===== src/rtl/sump_cmd_decoder.sv =====
// SUMP command decoder: latches capture configuration, emits control pulses and streams
// ID (and, with `define SUMP_METADATA_EN, metadata) responses to the UART transmitter.
module sump_cmd_decoder #(
  parameter int DATA_BITS       = 8,
  parameter int CMD_WIDTH_WORDS = 5,
  parameter int TRIG_STAGES     = 4,
  parameter int MEM_DEPTH       = 4096
) (
  input  logic                                 clk_i,
  input  logic                                 rst_in,
  input  logic [DATA_BITS*CMD_WIDTH_WORDS-1:0] cmd_i,
  input  logic                                 cmd_stb_i,
  output logic                                 soft_rst_o,
  output logic                                 arm_o,
  output logic [32*TRIG_STAGES-1:0]            trig_mask_o,
  output logic [32*TRIG_STAGES-1:0]            trig_val_o,
  output logic [32*TRIG_STAGES-1:0]            trig_cfg_o,
  output logic [23:0]                          div_o,
  output logic [15:0]                          read_cnt_o,
  output logic [15:0]                          delay_cnt_o,
  output logic [31:0]                          flags_o,
  output logic [7:0]                           tx_data_o,
  output logic                                 tx_valid_o,
  input  logic                                 tx_ready_i,
  output logic                                 tx_busy_o
);

  localparam int CMD_W = DATA_BITS * CMD_WIDTH_WORDS;
  localparam logic [31:0] MEM_DEPTH_W = 32'(MEM_DEPTH);
  localparam logic [3:0] ID_LAST   = 4'd3;
  localparam logic [3:0] META_LAST = 4'd12;

  typedef enum logic {
    IDLE,
    SEND
  } tx_state_t;

  tx_state_t  state_q, state_d;
  logic [3:0] idx_q, idx_d;
  logic       meta_q, meta_d;

  logic [7:0]  long_op;
  logic [7:0]  short_op;
  logic [31:0] param;
  logic        is_long;
  logic        is_short;
  logic [1:0]  stage;
  logic        wr_mask;
  logic        wr_val;
  logic        wr_cfg;
  logic        wr_div;
  logic        wr_cnt;
  logic        wr_flags;
  logic        soft_rst_req;
  logic        arm_req;
  logic        id_req;
  logic        meta_req;
  logic [3:0]  last_idx;

  // Long commands carry the opcode in the first received byte, short ones in the last.
  assign long_op  = cmd_i[7:0];
  assign short_op = cmd_i[CMD_W-1 -: 8];
  assign param    = cmd_i[39:8];
  assign is_long  = cmd_stb_i && cmd_i[7];
  assign is_short = cmd_stb_i && !cmd_i[7];
  assign stage    = long_op[3:2];

  assign wr_mask  = is_long && (long_op[7:4] == 4'hC) && (long_op[1:0] == 2'd0);
  assign wr_val   = is_long && (long_op[7:4] == 4'hC) && (long_op[1:0] == 2'd1);
  assign wr_cfg   = is_long && (long_op[7:4] == 4'hC) && (long_op[1:0] == 2'd2);
  assign wr_div   = is_long && (long_op == 8'h80);
  assign wr_cnt   = is_long && (long_op == 8'h81);
  assign wr_flags = is_long && (long_op == 8'h82);

  // XON/XOFF (0x11/0x13) and unknown short opcodes simply match nothing here.
  assign soft_rst_req = is_short && (short_op == 8'h00);
  assign arm_req      = is_short && (short_op == 8'h01);
  assign id_req       = is_short && (short_op == 8'h02);
`ifdef SUMP_METADATA_EN
  assign meta_req     = is_short && (short_op == 8'h04);
`else
  assign meta_req     = 1'b0;
`endif

  function automatic logic [7:0] id_byte(input logic [1:0] i);
    logic [7:0] b;
    case (i)
      2'd0:    b = 8'h31;
      2'd1:    b = 8'h41;
      2'd2:    b = 8'h4C;
      default: b = 8'h53;
    endcase
    return b;
  endfunction

  function automatic logic [7:0] meta_byte(input logic [3:0] i);
    logic [7:0] b;
    case (i)
      4'd0:    b = 8'h01;
      4'd1:    b = 8'h6C;
      4'd2:    b = 8'h6F;
      4'd3:    b = 8'h67;
      4'd4:    b = 8'h49;
      4'd5:    b = 8'h50;
      4'd6:    b = 8'h00;
      4'd7:    b = 8'h21;
      4'd8:    b = MEM_DEPTH_W[31:24];
      4'd9:    b = MEM_DEPTH_W[23:16];
      4'd10:   b = MEM_DEPTH_W[15:8];
      4'd11:   b = MEM_DEPTH_W[7:0];
      default: b = 8'h00;
    endcase
    return b;
  endfunction

  // Configuration writes and pulses execute regardless of what the TX side is doing.
  always_ff @(posedge clk_i or negedge rst_in) begin
    if (!rst_in) begin
      soft_rst_o  <= 1'b0;
      arm_o       <= 1'b0;
      trig_mask_o <= '0;
      trig_val_o  <= '0;
      trig_cfg_o  <= '0;
      div_o       <= '0;
      read_cnt_o  <= '0;
      delay_cnt_o <= '0;
      flags_o     <= '0;
    end else begin
      soft_rst_o <= soft_rst_req;
      arm_o      <= arm_req;
      for (int k = 0; k < TRIG_STAGES; k++) begin
        if (int'(stage) == k) begin
          if (wr_mask) trig_mask_o[32*k +: 32] <= param;
          if (wr_val)  trig_val_o[32*k +: 32]  <= param;
          if (wr_cfg)  trig_cfg_o[32*k +: 32]  <= param;
        end
      end
      if (wr_div) div_o <= param[23:0];
      if (wr_cnt) begin
        read_cnt_o  <= param[15:0];
        delay_cnt_o <= param[31:16];
      end
      if (wr_flags) flags_o <= param;
    end
  end

  always_ff @(posedge clk_i or negedge rst_in) begin
    if (!rst_in) begin
      state_q <= IDLE;
      idx_q   <= '0;
      meta_q  <= 1'b0;
    end else begin
      state_q <= state_d;
      idx_q   <= idx_d;
      meta_q  <= meta_d;
    end
  end

  assign last_idx = meta_q ? META_LAST : ID_LAST;

  // Requests arriving in SEND are dropped; a soft reset aborts the response.
  always_comb begin
    state_d = state_q;
    idx_d   = idx_q;
    meta_d  = meta_q;
    if (soft_rst_req) begin
      state_d = IDLE;
      idx_d   = '0;
      meta_d  = 1'b0;
    end else begin
      case (state_q)
        IDLE: begin
          if (id_req) begin
            state_d = SEND;
            idx_d   = '0;
            meta_d  = 1'b0;
          end else if (meta_req) begin
            state_d = SEND;
            idx_d   = '0;
            meta_d  = 1'b1;
          end
        end
        SEND: begin
          if (tx_ready_i) begin
            if (idx_q == last_idx) begin
              state_d = IDLE;
              idx_d   = '0;
            end else begin
              idx_d = idx_q + 4'd1;
            end
          end
        end
        default: begin
          state_d = IDLE;
          idx_d   = '0;
        end
      endcase
    end
  end

  always_comb begin
    tx_valid_o = (state_q == SEND);
    tx_busy_o  = (state_q == SEND);
`ifdef SUMP_METADATA_EN
    tx_data_o  = meta_q ? meta_byte(idx_q) : id_byte(idx_q[1:0]);
`else
    tx_data_o  = id_byte(idx_q[1:0]);
`endif
  end

endmodule


===== config.mk =====
export PLATFORM = sky130hd
export DESIGN_NAME = sump_cmd_decoder
export DESIGN_NICKNAME = d
export VERILOG_FILES = /design/src/rtl/sump_cmd_decoder.sv
export SDC_FILE = /design/constraint.sdc
export NUM_CORES = 1
export LEC_CHECK = 0
export CAP_MARGIN = 20
export CORE_MARGIN = 1
export CORE_UTILIZATION = 35
export CTS_BUF_LIST = sky130_fd_sc_hd__clkbuf_16
export DETAILED_ROUTE_END_ITERATION = 6
export PLACE_DENSITY_LB_ADDON = 0.08
export SYNTH_ARGS = -nofsm -noshare
export SYNTH_HDL_FRONTEND = slang
export SYNTH_SLANG_ARGS = --single-unit

===== constraint.sdc =====
create_clock -name clk_i -period 2.8 [get_ports clk_i]
set_clock_uncertainty 0.2 [all_clocks]
set_input_delay 0.42 -clock clk_i [delete_from_list [all_inputs] [get_ports clk_i]]
set_output_delay 0.42 -clock clk_i [all_outputs]
set_load 0.02 [all_outputs]

# Word-level counts from Yosys, hierarchy flattened
# Index checks and enable logic that the tools add are counted.
dict set report totals {
  reg_bits 480
  out_inout_bits 484
}
dict set report classes {
  n_reduce_logical 32
  eq_ne 17
  mux 15
  add_sub_neg 1
  bitwise_logic 1
}
# operator n
set ops {}
lappend ops {{2-bit AND reduction} 14}
lappend ops {{8-bit == test (second input constant)} 3}
lappend ops {{7-bit case mux with 3 select lines} 1}
lappend ops {{4-bit 2-to-1 mux} 5}
lappend ops {{1-bit logical AND} 12}
lappend ops {{2-bit == test (second input constant)} 4}
lappend ops {{8-bit by 1-bit == test with 1-bit output (second input constant)} 1}
lappend ops {{8-bit by 2-bit == test with 1-bit output (second input constant)} 1}
lappend ops {{8-bit logical NOT} 1}
lappend ops {{4-bit case mux with 2 select lines} 1}
lappend ops {{1-bit 2-to-1 mux} 7}
lappend ops {{2-bit by 1-bit == test with 1-bit output (second input constant)} 3}
lappend ops {{2-bit logical NOT} 3}
lappend ops {{4-bit by 1-bit adder with 4-bit output (second input constant)} 1}
lappend ops {{4-bit == test} 1}
lappend ops {{4-bit == test (second input constant)} 1}
lappend ops {{3-bit by 2-bit inequality test with 1-bit output (second input constant)} 1}
lappend ops {{3-bit inequality test (second input constant)} 1}
lappend ops {{2-bit by 1-bit inequality test with 1-bit output (second input constant)} 1}
lappend ops {{1-bit case mux with 2 select lines} 1}
lappend ops {{2-bit nonzero test} 1}
lappend ops {{1-bit logical NOT} 1}
lappend ops {{1-bit NOT} 1}

# Longest topological paths before layout
# Gate-level depths: netlist of run 1.
dict set report logic_depth {
  word_depth 6
  ltp_mapped 5
  depth_no_buf 4
}

# Worst setup path before layout of run 1
# Ideal clock, no wire load.
dict set report synth_timing {
  path_type {in2reg}
  startpoint {in cmd_i[4]}
  endpoint {reg trig_val_o[102]}
  setup_slack_ns 0.689
  path_stages 5
  t_arrival_ns 1.783
  n_path_buf 1
  setup_ns 0.128
  cell_sequence {nand4bb_1 > nor4b_2 > nand3_1 > buf_2 > mux2_1}
}
dict set report synth_between {
  elab_chain_cells 4
}
# element line
set synth_lines {}
lappend synth_lines {{start: declaration} 11} ;# input logic [DATA_BITS*CMD_WIDTH_WORDS-1:0] cmd_i,
lappend synth_lines {{4-bit == test} 69} ;# assign wr_val = is_long && (long_op[7:4] == 4'hC) && (long_op[1:0] == 2'd1);
lappend synth_lines {{1-bit logical AND (2 in a row)} 69}
lappend synth_lines {{2-bit AND reduction (no line)} --}
lappend synth_lines {{end signal: indexed assignment} 134} ;# if (wr_val) trig_val_o[32*k +: 32] <= param;
lappend synth_lines {{end: declaration} 16} ;# output logic [32*TRIG_STAGES-1:0] trig_val_o,
# Every way passes these cells.
# A chain may end at the register's enable or synchronous reset.

# Worst setup path after layout of run 1
dict set report layout_timing {
  startpoint {reg idx_q[0]}
  endpoint {out tx_data_o[0]}
}
dict set report layout_between {
  elab_chain_cells 2
  word_cells_on_any_way 4
}
# element line
set layout_lines {}
lappend layout_lines {{start: declaration} 39} ;# logic [3:0] idx_q, idx_d;
lappend layout_lines {{start signal: assignment} 154} ;# idx_q <= idx_d;
lappend layout_lines {{2-bit == test (tied with other cells)} 87} ;# case (i)
lappend layout_lines {{7-bit case mux with 3 select lines (*)} 87}
lappend layout_lines {{end: declaration} 22} ;# output logic [7:0] tx_data_o,
# Every way passes the cells marked *; elsewhere a longest branch is shown, timed or not.

==> results_tabular.tex, run 1 <==
\begin{tabular}{lr}
\hline
Metric & Value \\
\hline
\multicolumn{2}{l}{\textbf{Global routing}} \\
Vias in the first global route & 11700 \\
Grt ovf & 0 \\
Maximum number of pins on one net before global-route repair & 80 \\
Initial antenna violation count & 4 \\
First-pass GRT wire length & 84.6 mm \\
All-Layer GR Usage & 22.0\% \\
\multicolumn{2}{l}{\textbf{STA}} \\
Final worst-path setup slack & 199 ps \\
Final critical delay including setup and external delays & 2600 ps \\
Setup\_tns & 0 ps \\
Period utilisation layout & 92.9\% \\
RSZ-0062 raised after global routing & false \\
Slew at the pin with the worst max-slew slack & 961 ps \\
Max-slew headroom & 35.8\% \\
Final Hold Vio Count & 0 \\
Fin. max-slew vios & 0 \\
Number of setup violations in the final report & 0 \\
Maximum achievable frequency & 384 MHz \\
\multicolumn{2}{l}{\textbf{Placement}} \\
GPL Wtd Cong & 0.806 \\
DP HPWL & 40.3 mm \\
Post-placement cell count & 2266 \\
Instance area after placement & 0.0245 mm² \\
Post-placement worst setup slack & 201 ps \\
Count of buffers from port buffering & 526 \\
\multicolumn{2}{l}{\textbf{Synthesis}} \\
Netlist Area Pre-Place & 0.0180 mm² \\
Syn\_nets & 1142 \\
Most frequent cells after synthesis & sky130\_fd\_sc\_hd\_\_dfrtp\_1 (479), sky130\_fd\_sc\_hd\_\_mux2\_2 (471), sky130\_fd\_sc\_hd\_\_clkbuf\_1 (39) \\
Cell types occupying the most area after synthesis & sky130\_fd\_sc\_hd\_\_dfrtp\_1 (66\%), sky130\_fd\_sc\_hd\_\_mux2\_2 (29\%), sky130\_fd\_sc\_hd\_\_clkbuf\_1 (0.81\%) \\
Mean instance size in the synthesized netlist & 16.5 µm² \\
Library cell with the highest instance count after synthesis & sky130\_fd\_sc\_hd\_\_dfrtp\_1 \\
Number of enable flip-flop cells after synthesis & 0 \\
FF+latch count, synth & 479 \\
Post-synthesis sequential area ratio & 66.5\% \\
Most common flop cell mapped by yosys & sky130\_fd\_sc\_hd\_\_dfrtp\_1 \\
Post-synth top area cell & sky130\_fd\_sc\_hd\_\_dfrtp\_1 \\
Post-synth ARST share & 100\% \\
Number of instances in the synthesized netlist & 1093 \\
Unique cell type count in the Yosys netlist & 32 \\
Synth warn & 0 \\
Area fraction of the dominant cell type after synthesis & 66.5\% \\
\multicolumn{2}{l}{\textbf{Power and ir drop}} \\
Leakage power & 0.0126 µW \\
Overall power after layout & 16100 µW \\
Maximum VDD drop & 0.478 mV \\
Power per standard cell area & 615 mW/mm² \\
\multicolumn{2}{l}{\textbf{Floorplanning}} \\
Number of rows created at floorplan & 82 \\
Ports & 528 \\
Core Area & 0.0505 mm² \\
Width of the chip & 229 µm \\
Floorplan die area & 0.0524 mm² \\
Starting density of the core & 35.7\% \\
Die extent in y & 229 µm \\
\multicolumn{2}{l}{\textbf{Setup path}} \\
Crit-path most repeated cell & sky130\_fd\_sc\_hd\_\_inv\_1 \\
Crit path required time & 2180 ps \\
Master of the slowest instance on the critical path & sky130\_fd\_sc\_hd\_\_clkdlybuf4s50\_1 \\
Worst Setup End Kind & output pin \\
Category of the worst setup path launch point & flop \\
Ordered list of cells on the worst path & inv\_1 -> ha\_1 -> inv\_1 -> clkdlybuf4s50\_1 \\
Data arrival, critical path & 1980 ps \\
Worst-path fanout max & 5 \\
Delay of the slowest cell on the worst path & 590 ps \\
Start-to-end type of the worst setup path & flop to output pin \\
\multicolumn{2}{l}{\textbf{Clock tree}} \\
Root buffer selected by CTS & sky130\_fd\_sc\_hd\_\_clkbuf\_16 \\
TritonCTS sink count & 479 \\
Buffer depth of the longest clock path & 3 \\
CTS HTree Levels & 2 \\
TritonCTS clock tree & yes \\
Clock slew at the register clock pins of the worst setup and hold paths & 60 ps \\
Number of buffers inserted during clock tree synthesis & 53 \\
Latest clock arrival within the worst-skew pair & 580 ps \\
Post-CTS setup buffers & 0 \\
\multicolumn{2}{l}{\textbf{Cells and area}} \\
Proportion of layout cells with a drive suffix above 1 & 36.2\% \\
Design area & 0.0261 mm² \\
Post-route insts no fill & 2363 \\
Final nets & 1699 \\
Number of filler instances in the final layout & 4431 \\
Signed area change from the synthesized netlist to the final layout & 44.8\% \\
\multicolumn{2}{l}{\textbf{Route}} \\
Routed wire length per instance & 24.2 µm \\
First-pass iteration count of the detailed router & 4 \\
Via Count & 11300 \\
Drt drc & 0 \\
Post-detailed-route count of antenna-violating nets & 0 \\
First DRT Iteration DRCs & 424 \\
Sum of routed wire length over all layers & 57.2 mm \\
Drt via density & 4.78 \\
\multicolumn{2}{l}{\textbf{Run}} \\
Max-cap violations & 0 \\
\multicolumn{2}{l}{\textbf{Status}} \\
Result of the run & finished clean \\
\multicolumn{2}{l}{\textbf{Min path}} \\
Class of the worst hold path & primary input to asynchronous set/reset pin \\
\hline
\end{tabular}
==> cell usage in the layout, fill, tap and decap left out, drive strengths merged, types with 4 or more instances in the layout <==
cell type      instances
buf                   55
clkbuf                53
clkdlybuf4s50        524
clkinv                20
dfrtp                479
ha                     5
inv                   26
mux2                 472
nand2                 13
nand3                  4
nor2                   4
nor4                   6
==> area by class of cell <==
cell class / instances / area [µm²] / area share, %
clock buffer: 53 / 1330 / 5.08
multi-input combinational: 527 / 5740 / 22.0
clock inverter: 41 / 248 / 0.949
timing repair buffer: 581 / 5940 / 22.7
inverter: 8 / 30.0 / 0.115
tap: 672 / 841 / 3.22
antenna: 2 / 5.00 / 0.0192
sequential: 479 / 12000 / 45.9
==> sequential cells by signal, indices dropped and copies added (netlist names), 4 cells and up <==
signal,count
read_cnt_o,16
div_o,24
idx_q,4
trig_val_o,128
trig_cfg_o,128
flags_o,32
trig_mask_o,128
delay_cnt_o,16
==> power by group <==
group          internal [µW]  switching (µW)  leakage [µW]
Combinational           1020            1190       0.00519
Sequential              7270             189       0.00660
Clock                   3670            2730      0.000841
==> stage by stage <==
| step | hold slack, ps | utilization (%) |
|---|---|---|
| floorplan | -75.6 | - |
| global placement | 223 | 48.6 |
| detailed placement | 219 | 48.6 |
| CTS | 176 | 51.7 |
| global route | 204 | 51.7 |
| finish | 182 | 51.7 |
==> critical path, delay by kind of cell (launching register included) <==
family     cells  cell delay, ps
buf+inv        3             760
flops          1             430
fa+ha+maj      1             210
==> per-layer routing <==
layer  up-vias  wire [µm]  GRT usage, %
li1       4960          -             -
met1      5924      23100          26.7
met2       330      28100          36.3
met3        85       4340          7.50
met4         2       1600          7.40
met5         -         13             0
==> logic make-up after synthesis <==
group / synth area share [%]
xor+xnor: 0.0486
compound gates: 0.243
mux: 29.5
simple gates: 1.46
flops: 66.5
other cells: 0.0208
buf+inv: 1.96
fa+ha+maj: 0.347
==> repair_timing <==
action                                 4_1_cts  5_1_grt
endpoints found under the hold margin       49        0
setup endpoints to repair                    0        1
hold buffers                                 1        0
resized for setup                            0        1
==> path summary, 6_finish.rpt <==
path / from / endpoint / slack, ps / cells past startpoint
min in group clk_i: trig_val_o[11] / trig_val_o[11] / 300 / 1
max reg2reg: idx_q[0] / idx_q[2] / 1320 / 4
min: rst_in / trig_cfg_o[101] / 180 / 2
max: idx_q[0] / tx_data_o[0] / 200 / 4
min reg2reg: trig_val_o[11] / trig_val_o[11] / 300 / 1
max in group asynchronous: rst_in / trig_cfg_o[48] / 1330 / 3
Note: power is estimated with default switching activity, not from simulation.
==> inputs of run 2 (changes only) <==
--- a/config.mk
+++ b/config.mk
@@ -10,7 +10,9 @@
 export CORE_UTILIZATION = 35
 export CTS_BUF_LIST = sky130_fd_sc_hd__clkbuf_16
 export DETAILED_ROUTE_END_ITERATION = 6
+export GPL_ROUTABILITY_DRIVEN = 0
 export PLACE_DENSITY_LB_ADDON = 0.08
+export RECOVER_POWER = 100
 export SYNTH_ARGS = -nofsm -noshare
 export SYNTH_HDL_FRONTEND = slang
 export SYNTH_SLANG_ARGS = --single-unit
==> run 2 against run 1 <==
Against the previous run: the run now ends with capacitance limit, slew limit left; die area is the same; critical path depth grew 4; register-to-register slack is essentially flat; largest cell class unchanged.
==> results_tabular.tex, run 2 (synthesis results as in run 1) <==
\begin{tabular}{lr}
\hline
Metric & Value \\
\hline
\multicolumn{2}{l}{\textbf{Route}} \\
First-pass iteration count of the detailed router & 4 (unchanged) \\
Post-detailed-route count of antenna-violating nets & 0 (unchanged) \\
Routed wire length per instance & 24.3 µm (+0.19\%) \\
Sum of routed wire length over all layers & 57.3 mm (+0.19\%) \\
Drt drc & 0 (unchanged) \\
First DRT Iteration DRCs & 472 (+11\%) \\
Drt via density & 4.82 (+0.74\%) \\
Via Count & 11400 (+0.74\%) \\
\multicolumn{2}{l}{\textbf{Clock tree}} \\
Buffer depth of the longest clock path & 3 (unchanged) \\
TritonCTS clock tree & yes \\
Clock slew at the register clock pins of the worst setup and hold paths & 60 ps (about the same) \\
CTS HTree Levels & 2 (unchanged) \\
TritonCTS sink count & 479 (unchanged) \\
Root buffer selected by CTS & sky130\_fd\_sc\_hd\_\_clkbuf\_16 \\
Latest clock arrival within the worst-skew pair & 580 ps (about the same) \\
Number of buffers inserted during clock tree synthesis & 53 (unchanged) \\
\multicolumn{2}{l}{\textbf{Status}} \\
Failing checks & capacitance limit, slew limit \\
Result of the run & finished, violations left \\
\multicolumn{2}{l}{\textbf{Cells and area}} \\
Proportion of layout cells with a drive suffix above 1 & 34.8\% (-1.5 points) \\
Biggest regs & trig\_cfg\_o: 128 flops, trig\_mask\_o: 128 flops, trig\_val\_o: 128 flops \\
Most common cell after layout, fill and taps aside & sky130\_fd\_sc\_hd\_\_dlygate4sd3\_1 \\
Signed area change from the synthesized netlist to the final layout & 42.9\% \\
Commonest cells after routing, fill and taps aside & sky130\_fd\_sc\_hd\_\_dlygate4sd3\_1 (482), sky130\_fd\_sc\_hd\_\_dfrtp\_1 (479), sky130\_fd\_sc\_hd\_\_mux2\_2 (471) \\
Final nets & 1699 (unchanged) \\
\multicolumn{2}{l}{\textbf{Floorplanning}} \\
Starting density of the core & 35.7\% (unchanged) \\
Number of rows created at floorplan & 82 (unchanged) \\
Ports & 528 (unchanged) \\
Floorplan die area & 0.0524 mm² (unchanged) \\
Core Area & 0.0505 mm² (unchanged) \\
Die extent in y & 229 µm (unchanged) \\
Width of the chip & 229 µm (unchanged) \\
\multicolumn{2}{l}{\textbf{STA}} \\
Period utilisation layout & 94.7\% (+1.8 points) \\
Final critical delay including setup and external delays & 2650 ps (+51.8 ps) \\
Number of setup violations in the final report & 0 (unchanged) \\
Setup\_tns & 0 ps (unchanged) \\
Max-slew headroom & -28.1\% (-64 points) \\
Final Hold Vio Count & 0 (unchanged) \\
Slew at the pin with the worst max-slew slack & 1920 ps (+961 ps) \\
Fin. max-slew vios & 56 (+56) \\
Maximum achievable frequency & 377 MHz (-2.0\%) \\
RSZ-0062 raised after global routing & false \\
\multicolumn{2}{l}{\textbf{Setup path}} \\
Category of the worst setup path launch point & primary input \\
Crit path required time & 3060 ps (+880 ps) \\
Data arrival, critical path & 2910 ps (+930 ps) \\
Flop-to-flop setup slack & 1320 ps (about the same) \\
Worst Setup End Kind & flop \\
Worst-path fanout max & 21 (+16) \\
Start-to-end type of the worst setup path & primary input to flop \\
\multicolumn{2}{l}{\textbf{Power and ir drop}} \\
Overall power after layout & 15900 µW (-1.1\%) \\
Proportion of power drawn by combinational gates & 12.9\% (-0.8 points) \\
Total internal power & 11800 µW (-1.3\%) \\
Leakage power & 0.0140 µW (+11\%) \\
Net switching share of the total power & 25.7\% (+0.15 points) \\
Power per standard cell area & 616 mW/mm² (+0.20\%) \\
Switching Power & 4080 µW (-0.52\%) \\
Part of the power in registers & 46.8\% (+0.4 points) \\
Clock power frac & 40.3\% (+0.5 points) \\
Maximum VDD drop & 0.477 mV (-0.17\%) \\
\multicolumn{2}{l}{\textbf{Global routing}} \\
Vias in the first global route & 11700 (unchanged) \\
Grt ovf & 0 (unchanged) \\
Initial antenna violation count & 4 (unchanged) \\
All-Layer GR Usage & 22.0\% (unchanged) \\
First-pass GRT wire length & 84.6 mm (unchanged) \\
Maximum number of pins on one net before global-route repair & 80 (unchanged) \\
\multicolumn{2}{l}{\textbf{Min path}} \\
Class of the worst hold path & flop to flop \\
\multicolumn{2}{l}{\textbf{Placement}} \\
Count of buffers from port buffering & 526 (unchanged) \\
DP HPWL & 40.3 mm (unchanged) \\
\multicolumn{2}{l}{\textbf{Run}} \\
Max-cap violations & 1 (+1) \\
\hline
\end{tabular}
run 2: final timing paths:
path | start | endpoint | depth (start not counted)
min reg2reg | trig_mask_o[66] | trig_mask_o[66] | 1
min in group asynchronous | rst_in | trig_cfg_o[101] | 2
min | trig_mask_o[66] | trig_mask_o[66] | 1
max reg2reg | idx_q[0] | tx_busy_o | 4
max | cmd_i[7] | trig_mask_o[125] | 8
max in group asynchronous | rst_in | trig_mask_o[127] | 3
run 2: per-layer routing:
layer / part of all wire (%) / GRT usage (%) / vias up
met3: 7.9 / 7.50 / 87
met4: 2.9 / 7.40 / 2
met5: 0.023 / 0 / -
li1: - / - / 4987
met1: 40 / 26.7 / 5971
met2: 49 / 36.3 / 338
run 2: through the flow:
step / worst slack [ps] / cells / hold slack (ps) / utilization [%] / area, µm²
after CTS: 9.76 / 2361 / 176 / 51.7 / 26100
after floorplan: 689 / 1093 / -75.6 / - / 18000
after detailed placement: 201 / 2266 / 219 / 48.6 / 24500
final: 147 / 2363 / 294 / 51.1 / 25800
after global placement: 192 / 2266 / 223 / 48.6 / 24500
after global routing: 63.0 / 2362 / 305 / 51.1 / 25800
run 2: worst max-delay path: stages:
cell and delay [ps]:
sky130_fd_sc_hd__dlygate4sd3_1 550, sky130_fd_sc_hd__nand4bb_1 130, sky130_fd_sc_hd__clkbuf_1 210, sky130_fd_sc_hd__nor4_2 170
sky130_fd_sc_hd__clkbuf_1 230, sky130_fd_sc_hd__nand3_1 200, sky130_fd_sc_hd__clkbuf_2 540, sky130_fd_sc_hd__mux2_2 450
run 2: what timing repair did:
| action | CTS | global route |
|---|---|---|
| setup endpoints to repair | 0 | 1 |
| endpoints found under the hold margin | 49 | 0 |
| hold buffers | 1 | 0 |
| resized for setup | 0 | 1 |
| buffers inserted | 0 | 0 |
run 2: power groups by stage:
stage | clock, µW | combinational, µW | sequential (µW)
2_1_floorplan | 0 | 548 | 7970
3_3_place_gp | 0 | 2230 | 7570
3_5_place_dp | 0 | 2240 | 7580
4_1_cts | 6620 | 2250 | 7460
5_1_grt | 6880 | 2180 | 7480
6_report | 6390 | 2050 | 7440
run 2: layout make-up:
type	count	area, µm²
Tap cell	672	841
Multi-Input combinational cell	527	5700
Timing Repair Buffer	581	5640
Sequential cell	479	12000
Inverter	8	30.0
Clock buffer	53	1330
Clock inverter	41	248
Fill cell	4482	24700
Antenna cell	2	5.00
==> inputs of run 3 (changes only) <==
--- a/config.mk
+++ b/config.mk
@@ -5,6 +5,7 @@
 export SDC_FILE = /design/constraint.sdc
 export NUM_CORES = 1
 export LEC_CHECK = 0
+export ABC_AREA = 1
 export CAP_MARGIN = 20
 export CORE_MARGIN = 1
 export CORE_UTILIZATION = 35
==> run 3 against run 2 <==
Against the previous run: the flow still finishes with violations (capacitance limit, slew limit); clock-buffer cell count unchanged; area after synthesis decreased by 3.8%; die area down 3.8%; sequential share of layout area increased by 2.0 points; design area down 4.2%; via count is 21% higher; power fell by 5.2%; register-to-register slack improved by 60 ps; synthesized cell count grew 54%; first-iteration DRC count grew 120%; worst hold slack lost 18 ps; utilization decreased by 0.60 points; critical path type is now flop to output pin.
==> results_tabular.tex, run 3 <==
\begin{tabular}{lr}
\hline
Metric & Value \\
\hline
\multicolumn{2}{l}{\textbf{Status}} \\
Result of the run & finished, violations left \\
Failing checks & capacitance limit, slew limit \\
\multicolumn{2}{l}{\textbf{Route}} \\
First DRT Iteration DRCs & 1028 (+120\%) \\
Post-detailed-route count of antenna-violating nets & 0 (unchanged) \\
Drt via density & 4.81 (-0.19\%) \\
Routed wire length per instance & 21.2 µm (-13\%) \\
First-pass iteration count of the detailed router & 5 (+1) \\
Sum of routed wire length over all layers & 60.9 mm (+6.2\%) \\
Drt drc & 0 (unchanged) \\
Via Count & 13800 (+21\%) \\
\multicolumn{2}{l}{\textbf{STA}} \\
Period utilisation layout & 96.4\% (+1.7 points) \\
Number of setup violations in the final report & 0 (unchanged) \\
Setup\_tns & 0 ps (unchanged) \\
Final critical delay including setup and external delays & 2700 ps (+46.9 ps) \\
Max-slew headroom & -11.7\% (+16 points) \\
Fin. max-slew vios & 52 (-7.1\%) \\
Maximum achievable frequency & 370 MHz (-1.7\%) \\
Final Hold Vio Count & 0 (unchanged) \\
RSZ-0062 raised after global routing & false \\
Final worst-path setup slack & 100 ps (-46.9 ps) \\
Slew at the pin with the worst max-slew slack & 1680 ps (-246 ps) \\
\multicolumn{2}{l}{\textbf{Floorplanning}} \\
Core Area & 0.0490 mm² (-3.0\%) \\
Width of the chip & 225 µm (-1.9\%) \\
Number of rows created at floorplan & 81 (-1.2\%) \\
Die extent in y & 225 µm (-1.9\%) \\
Floorplan die area & 0.0505 mm² (-3.8\%) \\
Starting density of the core & 35.4\% (-0.28 points) \\
Ports & 528 (unchanged) \\
\multicolumn{2}{l}{\textbf{Global routing}} \\
First-pass GRT wire length & 90.1 mm (+6.6\%) \\
All-Layer GR Usage & 24.1\% (+2.2 points) \\
Grt ovf & 0 (unchanged) \\
Maximum number of pins on one net before global-route repair & 70 (-13\%) \\
Vias in the first global route & 13400 (+15\%) \\
Initial antenna violation count & 2 (-2) \\
\multicolumn{2}{l}{\textbf{Setup path}} \\
Flop-to-flop setup slack & 1380 ps (+60 ps) \\
Data arrival, critical path & 2080 ps (-830 ps) \\
Start-to-end type of the worst setup path & flop to output pin \\
Source of the critical timing path & idx\_q[0] \\
Ordered list of cells on the worst path & inv\_1 -> ha\_1 -> inv\_1 -> clkdlybuf4s50\_1 \\
Worst Setup End Kind & output pin \\
Worst r2r path cells & 6 (+2) \\
CP Capture Point & tx\_data\_o[4] \\
Category of the worst setup path launch point & flop \\
Crit-path most repeated cell & sky130\_fd\_sc\_hd\_\_inv\_1 \\
Worst-path fanout max & 5 (-76\%) \\
Master of the slowest instance on the critical path & sky130\_fd\_sc\_hd\_\_clkdlybuf4s50\_1 \\
R2R Path Start & idx\_q[1] \\
Capture instance of the worst register-to-register path & idx\_q[2] \\
Crit path required time & 2180 ps (-880 ps) \\
Delay of the slowest cell on the worst path & 600 ps (+50 ps) \\
\multicolumn{2}{l}{\textbf{Synthesis}} \\
Library cell with the highest instance count after synthesis & sky130\_fd\_sc\_hd\_\_nand2\_1 \\
FF+latch count, synth & 479 (unchanged) \\
Post-synthesis sequential area ratio & 69.1\% (+2.6 points) \\
Synth warn & 0 (unchanged) \\
Unique cell type count in the Yosys netlist & 23 (-28\%) \\
Syn\_nets & 1727 (+51\%) \\
Most common flop cell mapped by yosys & sky130\_fd\_sc\_hd\_\_dfrtp\_1 \\
Mean instance size in the synthesized netlist & 10.3 µm² (-37\%) \\
Area fraction of the dominant cell type after synthesis & 69.1\% (+2.6 points) \\
Post-synth ARST share & 100\% (unchanged) \\
Number of instances in the synthesized netlist & 1678 (+54\%) \\
Post-synth top area cell & sky130\_fd\_sc\_hd\_\_dfrtp\_1 \\
Cell types occupying the most area after synthesis & sky130\_fd\_sc\_hd\_\_dfrtp\_1 (69\%), sky130\_fd\_sc\_hd\_\_o21ai\_0 (13\%), sky130\_fd\_sc\_hd\_\_nand2\_1 (11\%) \\
Most frequent cells after synthesis & sky130\_fd\_sc\_hd\_\_nand2\_1 (494), sky130\_fd\_sc\_hd\_\_dfrtp\_1 (479), sky130\_fd\_sc\_hd\_\_o21ai\_0 (468) \\
Number of enable flip-flop cells after synthesis & 0 (unchanged) \\
Netlist Area Pre-Place & 0.0174 mm² (-3.8\%) \\
\multicolumn{2}{l}{\textbf{Clock tree}} \\
TritonCTS clock tree & yes \\
Root buffer selected by CTS & sky130\_fd\_sc\_hd\_\_clkbuf\_16 \\
TritonCTS sink count & 479 (unchanged) \\
Buffer depth of the longest clock path & 3 (unchanged) \\
CTS HTree Levels & 2 (unchanged) \\
Post-CTS setup buffers & 0 (unchanged) \\
Resize count post-CTS & 0 (unchanged) \\
Latest clock arrival within the worst-skew pair & 570 ps (about the same) \\
Clock slew at the register clock pins of the worst setup and hold paths & 60 ps (about the same) \\
Number of buffers inserted during clock tree synthesis & 52 (-1.9\%) \\
Hold\_buf cts & 1 (unchanged) \\
\multicolumn{2}{l}{\textbf{Placement}} \\
DP HPWL & 41.6 mm (+3.3\%) \\
Post-placement worst setup slack & 358 ps (+158 ps) \\
Instance area after placement & 0.0235 mm² (-4.3\%) \\
Count of buffers from port buffering & 526 (unchanged) \\
Post-placement cell count & 2790 (+23\%) \\
\multicolumn{2}{l}{\textbf{Run}} \\
Max-cap violations & 1 (unchanged) \\
\multicolumn{2}{l}{\textbf{Cells and area}} \\
Signed area change from the synthesized netlist to the final layout & 42.4\% \\
Commonest cells after routing, fill and taps aside & sky130\_fd\_sc\_hd\_\_nand2\_1 (495), sky130\_fd\_sc\_hd\_\_dlygate4sd3\_1 (484), sky130\_fd\_sc\_hd\_\_dfrtp\_1 (479) \\
Post-route insts no fill & 2875 (+22\%) \\
Biggest regs & trig\_cfg\_o: 128 flops, trig\_mask\_o: 128 flops, trig\_val\_o: 128 flops \\
Proportion of layout cells with a drive suffix above 1 & 5.34\% (-29 points) \\
Most common cell after layout, fill and taps aside & sky130\_fd\_sc\_hd\_\_nand2\_1 \\
Final nets & 2230 (+31\%) \\
Design area & 0.0247 mm² (-4.2\%) \\
\multicolumn{2}{l}{\textbf{Power and ir drop}} \\
Leakage power & 0.0126 µW (-9.9\%) \\
Clock power frac & 40.0\% (-0.3 points) \\
Power per standard cell area & 610 mW/mm² (-1.0\%) \\
Net switching share of the total power & 25.8\% (+0.062 points) \\
Maximum VDD drop & 0.390 mV (-18\%) \\
Part of the power in registers & 49.0\% (+2.2 points) \\
Total internal power & 11200 µW (-5.2\%) \\
Switching Power & 3880 µW (-4.9\%) \\
Proportion of power drawn by combinational gates & 11.0\% (-1.9 points) \\
\multicolumn{2}{l}{\textbf{Min path}} \\
Class of the worst hold path & flop to flop \\
Number of cells traversed by the worst hold path & 2 (+1) \\
Startpoint of the tightest hold check path & trig\_mask\_o[62] \\
\hline
\end{tabular}
==> run 3: critical path: cells and delay by family (launching register included) <==
family / cells / cell delay (ps)
flops: 1 / 400
fa+ha+maj: 1 / 330
buf+inv: 3 / 780
==> run 3: logic make-up (layout without fill, tap and decap cells) <==
group	count (synthesis)	after routing	share of synthesized area (%)
buffers and inverters	173	705	4.05
AOI/OAI and AO/OA	474	474	13.7
xor gates and xnor gates	1	1	0.0505
and+or+nand+nor	545	545	12.8
adders and majority gates	5	5	0.361
DFF	479	479	69.1
other	1	2	0.0216
==> run 3: power by group through the flow <==
stage                     Sequential, µW  Clock, µW  Combinational, µW
after detailed placement            7520          0               1810
after CTS                           7400       6200               1810
after global routing                7420       6440               1790
after global placement              7510          0               1800
after floorplan                     7870          0                315
final                               7380       6020               1660
==> run 3: cell type report <==
type | instances | area, µm²
inverter | 49 | 184
timing repair buffer | 573 | 5620
clock inverter | 30 | 123
multi-input combinational | 1026 | 4630
antenna | 1 | 2.50
sequential | 479 | 12000
fill | 4532 | 24200
tap | 664 | 831
clock buffer | 53 | 1330
==> run 3: how the worst min path moves through the flow <==
stage | to | slack [ps]
finish | trig_mask_o[62] | 280
floorplan | arm_o | -80
CTS | read_cnt_o[10] | 160
global placement | read_cnt_o[10] | 190
detailed placement | read_cnt_o[10] | 190
global route | trig_val_o[120] | 290
==> run 3: layer usage <==
layer / wire length (µm) / share of wire (%) / global-route usage (%)
met3: 4210 / 6.9 / 6.36
met2: 30300 / 50 / 41.0
met1: 24600 / 40 / 29.6
met5: 11 / 0.018 / 0
met4: 1810 / 3.0 / 8.34
==> run 3: stage by stage <==
step / total power [µW] / utilization [%] / hold WS, ps
after floorplan: 8190 / - / -75.6
after global placement: 9300 / 48.0 / 186
after detailed placement: 9320 / 48.0 / 191
after CTS: 15400 / 50.9 / 165
after global routing: 15700 / 50.5 / 295
final: 15100 / 50.5 / 276
